`config.mk`:
```
export PLATFORM = sky130hd
export DESIGN_NAME = cfi_shadow_stack_ctrl
export DESIGN_NICKNAME = d
export VERILOG_FILES = /design/src/rtl/cfi_shadow_stack_ctrl.sv
export SDC_FILE = /design/constraint.sdc
export NUM_CORES = 1
export LEC_CHECK = 0
export BUFFER_PORTS_ARGS = -buffer_cell sky130_fd_sc_hd__buf_2
export CORE_UTILIZATION = 45
export CTS_CLUSTER_DIAMETER = 40
export DETAILED_ROUTE_END_ITERATION = 10
export GPL_TIMING_DRIVEN = 0
export PLACE_DENSITY = 0.69
export SETUP_SLACK_MARGIN = 0.5
export SLEW_MARGIN = 20
export SYNTH_ARGS = -nofsm -noshare
export SYNTH_HDL_FRONTEND = slang
export SYNTH_SLANG_ARGS = --single-unit
export TNS_END_PERCENT = 30
```
`constraint.sdc`:
```
create_clock -name clk_i -period 6.49 [get_ports clk_i]
set_input_delay 0.3245 -clock clk_i [delete_from_list [all_inputs] [get_ports clk_i]]
set_output_delay 0.3245 -clock clk_i [all_outputs]
set_load 0.02 [all_outputs]
```
`src/rtl/cfi_shadow_stack_ctrl.sv`:
```
// ============================================================================
// Module   : cfi_shadow_stack_ctrl
// Brief    : Commit-side CFI shadow-stack sequencer (push/popchk/load/inc/wrssp).
//            Define CFI_SS_BOUNDS_CHECK_EN to add ss_base_i/ss_limit_i checks.
// Revision : 1.0  initial release
// ============================================================================
`default_nettype none

module cfi_shadow_stack_ctrl #(
    parameter int unsigned     XLEN      = 64,
    parameter logic [XLEN-1:0] SSP_RESET = '0,
    parameter int unsigned     INC_W     = 5
) (
    input  logic             clk_i,
    input  logic             rst_ni,
    input  logic             flush_i,
    input  logic             cmd_valid_i,
    output logic             cmd_ready_o,
    input  logic [2:0]       cmd_op_i,
    input  logic [XLEN-1:0]  cmd_data_i,
    input  logic [INC_W-1:0] cmd_cnt_i,
    output logic             mem_req_o,
    input  logic             mem_gnt_i,
    output logic             mem_we_o,
    output logic [XLEN-1:0]  mem_addr_o,
    output logic [XLEN-1:0]  mem_wdata_o,
    input  logic             mem_rvalid_i,
    input  logic [XLEN-1:0]  mem_rdata_i,
    output logic             rsp_valid_o,
    output logic [XLEN-1:0]  rsp_data_o,
    output logic             rsp_fault_o,
    output logic [XLEN-1:0]  ssp_o
`ifdef CFI_SS_BOUNDS_CHECK_EN
    ,
    input  logic [XLEN-1:0]  ss_base_i,
    input  logic [XLEN-1:0]  ss_limit_i
`endif
);

    localparam logic [XLEN-1:0] c_STEP     = XLEN'(XLEN / 8);
    localparam logic [2:0]      c_OP_PUSH  = 3'd0;
    localparam logic [2:0]      c_OP_POP   = 3'd1;
    localparam logic [2:0]      c_OP_LOAD  = 3'd2;
    localparam logic [2:0]      c_OP_INC   = 3'd3;
    localparam logic [2:0]      c_OP_WRSSP = 3'd4;

    typedef enum logic [2:0] {
        S_IDLE   = 3'd0,
        S_REQ    = 3'd1,
        S_WAIT_R = 3'd2,
        S_RESP   = 3'd3,
        S_DRAIN  = 3'd4
    } state_t;

    state_t          r_state;
    state_t          w_state_nxt;
    logic [XLEN-1:0] r_ssp;
    logic [XLEN-1:0] w_ssp_nxt;
    logic [2:0]      r_op;
    logic [XLEN-1:0] r_data;
    logic [XLEN-1:0] r_addr;
    logic [XLEN-1:0] r_rsp_data;
    logic            r_rsp_fault;
    logic            w_accept;
    logic            w_rsp_ld;
    logic [XLEN-1:0] w_rsp_data_nxt;
    logic            w_rsp_fault_nxt;
    logic [XLEN-1:0] w_cmd_addr;
    logic [XLEN-1:0] w_inc_bytes;
    logic            w_oob;

    // PUSH pre-decrements; pops and loads read at the current ssp.
    assign w_cmd_addr  = (cmd_op_i == c_OP_PUSH) ? (r_ssp - c_STEP) : r_ssp;
    assign w_inc_bytes = XLEN'(cmd_cnt_i) * c_STEP;

`ifdef CFI_SS_BOUNDS_CHECK_EN
    logic [XLEN-1:0] w_lim_hi;
    assign w_lim_hi = ss_base_i - c_STEP;
    assign w_oob    = (w_cmd_addr < ss_limit_i) || (w_cmd_addr > w_lim_hi);
`else
    assign w_oob    = 1'b0;
`endif

    always_ff @(posedge clk_i or negedge rst_ni) begin
        if (!rst_ni) begin
            r_state <= S_IDLE;
        end else begin
            r_state <= w_state_nxt;
        end
    end

    always_comb begin
        w_state_nxt     = r_state;
        w_ssp_nxt       = r_ssp;
        w_accept        = 1'b0;
        w_rsp_ld        = 1'b0;
        w_rsp_data_nxt  = '0;
        w_rsp_fault_nxt = 1'b0;
        cmd_ready_o     = 1'b0;
        mem_req_o       = 1'b0;
        mem_we_o        = 1'b0;
        rsp_valid_o     = 1'b0;

        case (r_state)
            S_IDLE: begin
                cmd_ready_o = 1'b1;
                if (cmd_valid_i && !flush_i) begin
                    w_accept = 1'b1;
                    case (cmd_op_i)
                        c_OP_PUSH, c_OP_POP, c_OP_LOAD: begin
                            if (w_oob) begin
                                w_state_nxt     = S_RESP;
                                w_rsp_ld        = 1'b1;
                                w_rsp_fault_nxt = 1'b1;
                            end else begin
                                w_state_nxt = S_REQ;
                            end
                        end
                        c_OP_INC: begin
                            w_ssp_nxt   = r_ssp + w_inc_bytes;
                            w_state_nxt = S_RESP;
                            w_rsp_ld    = 1'b1;
                        end
                        c_OP_WRSSP: begin
                            w_ssp_nxt   = cmd_data_i;
                            w_state_nxt = S_RESP;
                            w_rsp_ld    = 1'b1;
                        end
                        default: begin
                            w_state_nxt     = S_RESP;
                            w_rsp_ld        = 1'b1;
                            w_rsp_fault_nxt = 1'b1;
                        end
                    endcase
                end
            end

            S_REQ: begin
                mem_req_o = 1'b1;
                mem_we_o  = (r_op == c_OP_PUSH);
                if (mem_gnt_i) begin
                    if (r_op == c_OP_PUSH) begin
                        // A flushed store still lands in memory; only ssp and the response are dropped.
                        if (flush_i) begin
                            w_state_nxt = S_IDLE;
                        end else begin
                            w_ssp_nxt   = r_addr;
                            w_state_nxt = S_RESP;
                            w_rsp_ld    = 1'b1;
                        end
                    end else begin
                        w_state_nxt = flush_i ? S_DRAIN : S_WAIT_R;
                    end
                end else if (flush_i) begin
                    w_state_nxt = S_IDLE;
                end
            end

            S_WAIT_R: begin
                if (flush_i) begin
                    w_state_nxt = mem_rvalid_i ? S_IDLE : S_DRAIN;
                end else if (mem_rvalid_i) begin
                    w_state_nxt = S_RESP;
                    w_rsp_ld    = 1'b1;
                    if (r_op == c_OP_LOAD) begin
                        w_rsp_data_nxt = mem_rdata_i;
                        w_ssp_nxt      = r_ssp + c_STEP;
                    end else if (mem_rdata_i == r_data) begin
                        w_ssp_nxt      = r_ssp + c_STEP;
                    end else begin
                        w_rsp_fault_nxt = 1'b1;
                    end
                end
            end

            S_RESP: begin
                rsp_valid_o = !flush_i;
                w_state_nxt = S_IDLE;
            end

            S_DRAIN: begin
                if (mem_rvalid_i) begin
                    w_state_nxt = S_IDLE;
                end
            end

            default: begin
                w_state_nxt = S_IDLE;
            end
        endcase

        rsp_data_o  = rsp_valid_o ? r_rsp_data : '0;
        rsp_fault_o = rsp_valid_o & r_rsp_fault;
    end

    always_ff @(posedge clk_i or negedge rst_ni) begin
        if (!rst_ni) begin
            r_ssp       <= SSP_RESET;
            r_op        <= 3'd0;
            r_data      <= '0;
            r_addr      <= '0;
            r_rsp_data  <= '0;
            r_rsp_fault <= 1'b0;
        end else begin
            r_ssp <= w_ssp_nxt;
            if (w_accept) begin
                r_op   <= cmd_op_i;
                r_data <= cmd_data_i;
                r_addr <= w_cmd_addr;
            end
            if (w_rsp_ld) begin
                r_rsp_data  <= w_rsp_data_nxt;
                r_rsp_fault <= w_rsp_fault_nxt;
            end
        end
    end

    assign mem_addr_o  = r_addr;
    assign mem_wdata_o = r_data;
    assign ssp_o       = r_ssp;

endmodule

`default_nettype wire

```
==> out/metrics.csv <==
stage,metric,value,unit
yosys,synth_top_family_by_area,simple AND/OR/NAND/NOR gates,
placed_design,portBuffers,401,
yosys,synth-simple-area-share,25.4,%
worst_setup_path,path_max_fanout,10,
routing,ant_nets,0,
clocking,cts.htree.levels,2,
routing,wirelength,84.6,mm
outcome,outcome,"complete, no violations",
floorplan,rows,69,
timing,skew,0.0136,ns
pwr,finalPower,10.5,mW
floorplan,pin_count,403,
clocking,post_cts_buffers,0,
pwr,peakVddDrop,0.000334,V
yosys,synth_warnings,0,
yosys,netlist_area,16200,um^2
yosys,synth_compound_area_share,19.8,%
worst_setup_path,path_class,reg -> reg,
yosys,synthArstFlopShare,100,%
pwr,powerDensity,503,nW/um^2
timing,setup-violations-final,0,
grt,grtUsageMet1,59.1,%
routing,drt_first_pass_iters,6,
worst_setup_path,slowest_delay,0.90,ns
timing,period_share,68.4,%
grt,top_usage_layer,met2,
grt,met2_usage,67.3,%
worst_setup_path,rr_worst_depth,9,
yosys,synth_xor_area_share,8.76,%
cells_and_area,multi_input_area,8880,um^2
yosys,ys_types,80,
floorplan,die_h,192,um
cells_and_area,nets,2566,
routing,via_count,18600,
clocking,clk_latency,0.57,ns
timing,fmax,225,MHz
worst_setup_path,crit_path_end_kind,flip-flop,
worst_setup_path,cp.arrival,4.86,ns
yosys,synth_ff_type,dfrtp_1,
timing,tightest_slew,1.21,ns
worst_setup_path,crit_chain,xor2_1 > nor4_1 > nand4_1 > nor4_1 > o21ba_2 > buf_2 > clkbuf_1 > o21ai_0 > o21ai_0,
clocking,cts_tree,yes,
yosys,synth_edf_count,0,
cells_and_area,final_cell_mix,"420 x buf_2, 382 x nand2_1, 263 x dfrtp_1",
hold_path,min-delay-path-class,in -> reg,
timing,hold_viol,0,
floorplan,start_util,45.7,%
routing,post_drt_wl_per_cell,29.0,um
grt,grt_util_all_layers,45.1,%
cells_and_area,drive_above_1_share,22.6,%
timing,tns,0,ns
grt,antenna_found_initial,4,
floorplan,dieArea,36800,um^2
worst_setup_path,startpoint_type,flip-flop,
routing,vias_per_cell,6.36,
cells_and_area,area.growth.synth_to_final,28.7,%
worst_setup_path,slowest_stage,clkbuf_1,
grt,grt_use_met3,12.1,%
timing,fin_crit,4.44,ns
yosys,synth.net_count,2075,
floorplan,die_w,192,um
routing,drt-initial-drc-count,2353,
yosys,syn_inst,1925,
placed_design,gp_congestion,1.09,
yosys,avgSynthCellArea,8.42,um^2
clocking,numCtsBuffers,46,
hold_path,worstHoldPathCells,2,
grt,grt-ovfl-total,0,
cells_and_area,final_common_cell,buf_2,
cells_and_area,fin_util,58.8,%
job,cap_viol_max_count,0,
cells_and_area,ff_latch_area,6580,um^2
timing,maxSlewHeadroom,19.6,%
yosys,ys_seq_elements,263,
grt,grt_max_degree,91,
clocking,cts_root_buf,clkbuf_16,
cells_and_area,fill_cells,3261,
floorplan,coreArea,35500,um^2
clocking,cts.sinks,263,
grt,grt_pass1_wl,119,mm
pwr,leakage,9.56,nW
timing,rsz0062_at_grt,false,
worst_setup_path,crit_required,6.91,ns
yosys,synth.yosys.seq_area_share,40.6,%
timing,drv_slew,0,
grt,grt_pass1_vias,17300,
placed_design,dp_hpwl,63.8,mm
clocking,clock_path_buffers,3,
yosys,muxShareOfSynthArea,0.0618,%
clocking,clk_pin_slew,0.06,ns
yosys,synthAdderAreaFrac,0.664,%
routing,post-route-drc-count,0,
-- sequential cells by signal, summed over array words and instances (netlist names) --
register / cells
r_rsp_fault: 1
r_rsp_data: 64
mem_addr_o: 64
r_op: 3
r_state: 3
ssp_o: 64
mem_wdata_o: 64
-- final timing paths --
kind,end,from,slack (ns)
worst max-delay path,ssp_o[28],mem_wdata_o[3],2.05
worst min-delay path,r_rsp_data[53],mem_rdata_i[53],0.02
worst max register to register,ssp_o[28],mem_wdata_o[3],2.05
worst min register to register,r_rsp_data[31],r_rsp_data[31],0.49
max in group asynchronous,r_rsp_data[47],rst_ni,4.77
min in group asynchronous,mem_addr_o[17],rst_ni,0.29
-- cells by family after synthesis --
kind of cell / after synthesis
xor gates and xnor gates: 162
and+or+nand+nor: 836
buffers and inverters: 185
DFF: 263
adders and majority gates: 8
AOI/OAI and AO/OA: 470
muxes: 1
-- area by class of cell --
cell class	instances	area share (%)
clock buffers	56	5.94
multi-input cells	1477	42.6
repair buffers	443	11.8
diodes	4	0.0480
clock inverters	27	1.63
well taps	461	2.76
inverters	22	0.396
flip-flops and latches	263	31.5
plain buffers	163	3.24
-- cell usage after synthesis, types with 7 or more instances --
library cell	count	area share [%]
or3_1	15	0.58
dfrtp_1	263	41
nand2b_1	10	0.39
o22ai_1	13	0.50
nor3_1	50	1.5
o21ai_1	19	0.59
a221oi_1	11	0.59
a222oi_1	14	0.86
a21oi_1	55	1.7
nand4_1	41	1.6
xnor2_1	74	4.0
buf_4	8	0.37
inv_1	22	0.51
a22oi_1	36	1.7
nor4_1	30	1.2
clkbuf_1	124	2.9
or2_2	11	0.42
and4_1	14	0.76
and2_1	70	2.7
a22o_1	73	3.9
a21o_1	7	0.32
xor2_1	88	4.8
o21ai_0	134	4.1
buf_2	20	0.62
and3_1	11	0.42
a2bb2oi_1	8	0.43
nand3_1	40	1.2
o31ai_1	11	0.51
a31oi_1	20	0.77
nor2_1	111	2.6
nand2_1	382	8.8
o211ai_1	13	0.60
ha_1	7	0.54
or4_1	11	0.51
buf_1	8	0.19
-- power by group --
group          internal [mW]  leakage (nW)  switching, mW
clock                   1.61         0.763          0.907
sequential              2.24          3.41          0.692
combinational           1.48          5.39           3.56
total                   5.33          9.56           5.16
-- layer usage --
| metal | vias up | wire, um |
|---|---|---|
| met5 | - | 0 |
| met4 | 0 | 5050 |
| met3 | 283 | 10100 |
| met2 | 1399 | 36700 |
| met1 | 9027 | 32700 |
| li1 | 7850 | - |
-- metrics by stage --
stage	hold WS [ns]	instance area [um^2]	std cells	setup WS, ns
final	0.0194	20900	2916	2.05
after global routing	0.0189	20900	2915	2.09
after CTS	0.00000222	20900	2912	2.33
after detailed placement	0.373	18900	2790	2.32
after global placement	0.475	18800	2787	0.108
after floorplan	0.0289	16200	1925	3.28
-- critical path, delay by kind of cell (launching register included) --
family	cells	cell delay (ns)
compound gates	3	0.79
xor+xnor	1	0.23
buf+inv	2	1.30
flops	1	0.43
simple gates	3	1.54
-- timing repair --
| item | 4_1_cts | 5_1_grt |
|---|---|---|
| resized for setup | 0 | 0 |
| endpoints found under the hold margin | 127 | 0 |
| hold buffers | 39 | 0 |
| endpoints found under the setup margin | 0 | 0 |
Note: power is estimated with default switching activity, not from simulation.
